## src/rtl/pipe_arb_pkg.sv

```systemverilog
// Shared constants for the dual-pipeline output arbiter.
//   SRC_P1 / SRC_P2 : encoding of out_src (pipeline 1 / pipeline 2)
//   DATA_W_DEF      : default data word width
//   NUM_SRC         : number of merged sources
//   burst_w()       : width of a counter that holds 0..max_burst
package pipe_arb_pkg;

  localparam logic SRC_P1     = 1'b0;
  localparam logic SRC_P2     = 1'b1;
  localparam int   DATA_W_DEF = 32;
  localparam int   NUM_SRC    = 2;

  function automatic int burst_w(input int max_burst);
    return $clog2(max_burst + 1);
  endfunction

endpackage

```

## src/rtl/arb_skid_fifo.sv

```systemverilog
// Two-entry FIFO buffering one pipeline's results ahead of the arbiter.
//   clk, reset : clock, synchronous active-high reset
//   push, din  : write request and data (ignored while full)
//   pop        : remove head (ignored while empty)
//   head       : oldest entry, valid while cnt != 0
//   cnt        : occupancy 0..2
module arb_skid_fifo
  import pipe_arb_pkg::*;
#(
  parameter int DATA_W = DATA_W_DEF
) (
  input  logic              clk,
  input  logic              reset,
  input  logic              push,
  input  logic [DATA_W-1:0] din,
  input  logic              pop,
  output logic [DATA_W-1:0] head,
  output logic [1:0]        cnt
);

  // slot0 is always the head, so the read side needs no pointer.
  logic [DATA_W-1:0] slot0, slot1;
  logic              do_push, do_pop;

  assign do_push = push && (cnt != 2'd2);
  assign do_pop  = pop  && (cnt != 2'd0);
  assign head    = slot0;

  always_ff @(posedge clk) begin
    if (reset) begin
      cnt   <= 2'd0;
      slot0 <= '0;
      slot1 <= '0;
    end else begin
      case ({do_push, do_pop})
        2'b10: begin
          if (cnt == 2'd0) slot0 <= din;
          else             slot1 <= din;
          cnt <= cnt + 2'd1;
        end
        2'b01: begin
          slot0 <= slot1;
          cnt   <= cnt - 2'd1;
        end
        // Simultaneous push/pop only happens at cnt==1 (push is blocked
        // when full, pop when empty): the new word becomes the head.
        2'b11: slot0 <= din;
        default: ;
      endcase
    end
  end

endmodule

```

## src/rtl/pipe_out_arbiter.sv

```systemverilog
// Round-robin merge of two pipeline result streams onto one registered
// ready/valid output, with a bounded burst length per source.
//   clk, reset             : clock, synchronous active-high reset
//   in_data_k, in_valid_k  : pipeline k result stream (k = 1, 2)
//   stall_k                : freeze pipeline k (its buffer is full)
//   out_data, out_valid    : merged output word, registered
//   out_src                : 0 = pipeline 1, 1 = pipeline 2
//   out_ready              : downstream accepts out_data
module pipe_out_arbiter
  import pipe_arb_pkg::*;
#(
  parameter int DATA_W    = DATA_W_DEF,
  parameter int MAX_BURST = 4
) (
  input  logic              clk,
  input  logic              reset,
  input  logic [DATA_W-1:0] in_data_1,
  input  logic              in_valid_1,
  output logic              stall_1,
  input  logic [DATA_W-1:0] in_data_2,
  input  logic              in_valid_2,
  output logic              stall_2,
  output logic [DATA_W-1:0] out_data,
  output logic              out_valid,
  output logic              out_src,
  input  logic              out_ready
);

  localparam int BW = burst_w(MAX_BURST);

  // Index 0 = pipeline 1, index 1 = pipeline 2 (matches out_src encoding).
  logic [NUM_SRC-1:0][DATA_W-1:0] src_data, head;
  logic [NUM_SRC-1:0][1:0]        cnt;
  logic [NUM_SRC-1:0]             src_valid, full, nempty, push, pop;

  logic          owner;
  logic [BW-1:0] burst_cnt;
  logic          other, own_ok, gnt_src, load;

  assign src_data  = {in_data_2, in_data_1};
  assign src_valid = {in_valid_2, in_valid_1};

  for (genvar g = 0; g < NUM_SRC; g++) begin : g_src
    assign full[g]   = (cnt[g] == 2'd2);
    assign nempty[g] = (cnt[g] != 2'd0);
    // A stalled pipeline holds its word; it is accepted once stall drops.
    assign push[g]   = src_valid[g] && !full[g];

    arb_skid_fifo #(.DATA_W(DATA_W)) u_fifo (
      .clk   (clk),
      .reset (reset),
      .push  (push[g]),
      .din   (src_data[g]),
      .pop   (pop[g]),
      .head  (head[g]),
      .cnt   (cnt[g])
    );
  end

  // Stall is a pure decode of the buffer count: no path from in_valid or
  // out_ready, so it cannot form a loop with the pipeline's stall logic.
  assign stall_1 = full[0];
  assign stall_2 = full[1];

  always_comb begin
    other   = ~owner;
    // Owner keeps the grant until its burst is spent, unless nobody else
    // is waiting; then it may keep going with the counter saturated.
    own_ok  = nempty[owner] && ((burst_cnt < BW'(MAX_BURST)) || !nempty[other]);
    gnt_src = own_ok ? owner : other;
    load    = (!out_valid || out_ready) && (|nempty);
    pop     = '0;
    if (load) pop[gnt_src] = 1'b1;
  end

  always_ff @(posedge clk) begin
    if (reset) begin
      out_valid <= 1'b0;
      out_data  <= '0;
      out_src   <= SRC_P1;
      owner     <= SRC_P1;
      burst_cnt <= '0;
    end else if (load) begin
      out_valid <= 1'b1;
      out_data  <= head[gnt_src];
      out_src   <= gnt_src;
      if (gnt_src == owner) begin
        if (burst_cnt != BW'(MAX_BURST)) burst_cnt <= burst_cnt + BW'(1);
      end else begin
        owner     <= gnt_src;
        burst_cnt <= BW'(1);
      end
    end else if (out_ready) begin
      out_valid <= 1'b0;
    end
  end

endmodule

```

## config.mk

```make
export PLATFORM = sky130hd
export DESIGN_NAME = pipe_out_arbiter
export DESIGN_NICKNAME = d
export VERILOG_FILES = /design/src/rtl/pipe_arb_pkg.sv /design/src/rtl/arb_skid_fifo.sv /design/src/rtl/pipe_out_arbiter.sv
export SDC_FILE = /design/constraint.sdc
export NUM_CORES = 1
export LEC_CHECK = 0
export CORE_MARGIN = 2
export CORE_UTILIZATION = 54
export DETAILED_ROUTE_END_ITERATION = 7
export PLACE_DENSITY = 0.9
export SLEW_MARGIN = 10
export SYNTH_ARGS = -nofsm -noshare
export SYNTH_HDL_FRONTEND = slang
export SYNTH_SLANG_ARGS = --single-unit
```

## constraint.sdc

```tcl
create_clock -name clk -period 3.7 [get_ports clk]
set_clock_uncertainty 0.2 [all_clocks]
set_input_delay 0.74 -clock clk [delete_from_list [all_inputs] [get_ports clk]]
set_output_delay 0.74 -clock clk [all_outputs]
set_load 0.02 [all_outputs]
```

==> results.sh <==
export IMPL_switching_share_pct=37.87
export IMPL_ioPinCount=105
export IMPL_cts_repair_resized=0
export IMPL_wl_um=16710
export IMPL_clk_insertion_delay_late_ns=0.42
export IMPL_synth_edff_count=0
export IMPL_synthCells=767
export IMPL_dp_hpwl_um=10900
export IMPL_cts_tree="yes"
export IMPL_via_count=5803
export IMPL_yosysSeqAreaShare_pct=47.51
export IMPL_min_from="g_src[1].u_fifo.slot1[14]$_SDFFE_PP0P_"
export IMPL_grt_usage_pct=23.84
export IMPL_peakVddDrop_mv=0.3831
export IMPL_power_uw=7518
export IMPL_tightest_slew_ns=1.067
export IMPL_hold_viol=0
export IMPL_end_kind="flop"
export IMPL_synth_top_cells_by_area="dfxtp_1, mux2i_1, nand2_1"
export IMPL_ant_nets=0
export IMPL_synth_top_area_share_pct=47.51
export IMPL_critPathMaxFanout=32
export IMPL_dr_first_iter_drc_count=535
export IMPL_async_reset_ff_share_pct=0
export IMPL_leakage_uw=0.003112
export IMPL_clkTransAtPathRegs_ns=0.07
export IMPL_die_area_um2=14200
export IMPL_areaGrowthSynthToFinish_pct=23.63
export IMPL_clkPwrFrac_pct=22.9
export IMPL_instances_no_fill=1024
export IMPL_yosys_register_bits=170
export IMPL_whs_ns=0.2531
export IMPL_r2r_end="g_src[1].u_fifo.slot1[10]$_SDFFE_PP0P_"
export IMPL_drtPass1Iterations=7
export IMPL_grt_pass1_wl_um=27460
export IMPL_synthSimpleGateAreaFrac_pct=16.54
export IMPL_crit_path_end="g_src[1].u_fifo.slot1[10]$_SDFFE_PP0P_"
export IMPL_reg2reg_from="g_src[0].u_fifo.cnt[0]$_SDFFE_PP0P_"
export IMPL_period_share_pct=74.83
export IMPL_die_width_um=119.2
export IMPL_grt_max_degree=80
export IMPL_p_sw_uw=2847
export IMPL_rsz0062_at_grt="no"
export IMPL_placed_cells=992
export IMPL_wl_per_cell_um=16.32
export IMPL_gr_total_overflow=0
export IMPL_drv_cap=0
export IMPL_initial_core_util_pct=54.74
export IMPL_worstPathRequired_ns=3.84
export IMPL_pwr_share_seq_pct=37.5
export IMPL_grt_pass1_vias=5518
export IMPL_setup_viol=0
export IMPL_period_minus_slack_ns=2.769
export IMPL_place_congestion=0.9256
export IMPL_hold_class="reg -> reg"
export IMPL_cp_arrival_ns=2.91
export IMPL_run_status="finished, final reports clean"
export IMPL_cts_buffer_depth=2
export IMPL_fin_util_pct=67.68
export IMPL_htree_levels=4
export IMPL_cts_root_buf="clkbuf_16"
export IMPL_yosysUniqueCellTypes=39
export IMPL_drc=0
export IMPL_drive_above_1_share_pct=10.61
export IMPL_slew_viol_final=0
export IMPL_post_cts_buffers=0
export IMPL_synth_top_family_by_area="compound AO/OA/AOI/OAI gates"
export IMPL_slew_headroom_pct=28.86
export IMPL_synth_xor_xnor_area_share_pct=0.7162
export IMPL_core_area_um2=13090
export IMPL_synthAdderAreaFrac_pct=1.048
export IMPL_syn_area_per_cell_um2=9.339
export IMPL_synth_compound_area_share_pct=20.30
export IMPL_die_y_um=119.2
export IMPL_p_per_area_nw_per_um2=848.9
export IMPL_yosys_warnings=0
export IMPL_reg2reg_depth=7
export IMPL_yosys_area_top_type="dfxtp_1"
export IMPL_synthMuxAreaShare_pct=9.083
export IMPL_r2r_slack_ns=1.02
export IMPL_crit_path_start_kind="primary input"
export IMPL_synth_fp_nets=842
export IMPL_n_antenna_cell=0
export IMPL_cts_made_buffers=17
export IMPL_holdBufCountCts=0
export IMPL_netlist_area_um2=7163
export IMPL_p_int_uw=4671
export IMPL_antenna_found_initial=0
export IMPL_port_buffers=104
export IMPL_setup_tns_ns=0
export IMPL_startpoint="out_ready"
export IMPL_nets=910
export IMPL_rows=42
export IMPL_clock_sinks=170
export IMPL_comb_power_share_pct=39.6
export IMPL_max_clock_freq_ghz=0.3612
export IMPL_drt_vias_per_instance=5.667
export IMPL_critPathKind="in -> reg"
export IMPL_yosys_most_used_dff="dfxtp_1"
-- sequential cells by signal (all words and copies together) (netlist names) --
signal / flops
burst_cnt: 3
g_src.u_fifo.cnt: 4
g_src.u_fifo.head: 64
g_src.u_fifo.slot1: 64
out_data: 32
out_src: 1
out_valid: 1
owner: 1
-- cell usage after synthesis, types with 4 or more instances --
| library cell | number |
|---|---|
| buf_2 | 8 |
| buf_1 | 4 |
| and2_1 | 36 |
| a221o_1 | 32 |
| dfxtp_1 | 170 |
| nor2_1 | 7 |
| buf_6 | 4 |
| mux2i_1 | 65 |
| inv_1 | 9 |
| ha_1 | 6 |
| nand2_1 | 134 |
| a211oi_1 | 34 |
| o21ai_0 | 6 |
| clkbuf_1 | 55 |
| a21oi_1 | 70 |
| nor3_1 | 65 |
| a211oi_2 | 30 |
-- layout by cell type, fill, tap and decap left out, types with 2 or more instances in the layout --
master and n:
inv_1 9, inv_6 2, nor2_2 2, or2_1 3, xnor2_1 2, clkbuf_8 3, clkinv_2 2, a221o_1 32
buf_4 15, clkdlybuf4s50_1 103, nor3_1 65, a211oi_2 30, and2_1 36, xor2_1 2, buf_12 2, nor2b_1 3
clkinvlp_4 2, or3_1 2, nand2_1 134, clkinv_4 3, o21ai_0 6, mux2i_1 65, dfxtp_1 170, clkbuf_16 17
nor2_1 5, a211oi_1 34, a21oi_1 70, ha_1 4, nand2b_1 3, ha_2 2, a31oi_1 2
-- power by group through the flow --
| stage | Sequential, uW | Clock, uW | Combinational (uW) |
|---|---|---|---|
| finish | 2820 | 1720 | 2980 |
| global route | 2870 | 1820 | 3240 |
| CTS | 2810 | 1740 | 2970 |
| detailed placement | 2830 | 0 | 2930 |
| global placement | 2810 | 0 | 2830 |
| floorplan | 2840 | 0 | 2070 |
-- worst min-delay path by stage --
stage	cells after the start	slack (ns)	to
2_1_floorplan	2	0.24	g_src[0].u_fifo.slot1[0]$_SDFFE_PP0P_
3_3_place_gp	2	0.24	g_src[1].u_fifo.slot1[21]$_SDFFE_PP0P_
3_5_place_dp	2	0.25	g_src[0].u_fifo.slot1[24]$_SDFFE_PP0P_
4_1_cts	2	0.26	g_src[0].u_fifo.slot1[24]$_SDFFE_PP0P_
5_1_grt	2	0.27	g_src[1].u_fifo.slot1[9]$_SDFFE_PP0P_
6_report	2	0.25	g_src[1].u_fifo.slot1[14]$_SDFFE_PP0P_
-- stage by stage --
step	setup slack, ns	instance area [um^2]
after floorplan	0.7368	7163
after global placement	0.5456	8270
after detailed placement	0.5044	8270
after CTS	0.8852	8851
after global routing	0.6929	8856
final	0.9314	8856
-- worst max-delay path, stage by stage --
cell             delay [ns]
clkdlybuf4s50_1        0.42
nor2b_1                0.25
a211oi_4               0.10
inv_1                  0.08
ha_1                   0.16
and2_1                 0.83
nand2_1                0.14
a21oi_1                0.17
-- area by class of cell --
class	instances	area, um^2
inverters	10	37.54
flip-flops and latches	170	3403
well taps	176	220.2
fillers	934	4229
clock inverters	11	110.1
multi-input cells	516	3431
clock buffers	21	470.5
repair buffers	120	1184
-- layer usage --
metal / part of all wire, % / GRT usage [%] / routed length [um] / vias to the layer above
met5: 0 / 0 / 0 / -
met4: 2.2 / 9.598 / 374 / 0
met3: 5.6 / 5.556 / 936 / 30
met2: 46 / 35.70 / 7646 / 176
met1: 46 / 33.20 / 7749 / 2737
li1: - / - / - / 2860
-- cell families after synthesis --
| group | Yosys count |
|---|---|
| and+or+nand+nor | 258 |
| AOI/OAI and AO/OA | 182 |
| DFF | 170 |
| buffers and inverters | 81 |
| muxes | 65 |
| adders and majority gates | 6 |
| xor gates and xnor gates | 5 |
No activity file was read; power rests on OpenSTA's default activity.
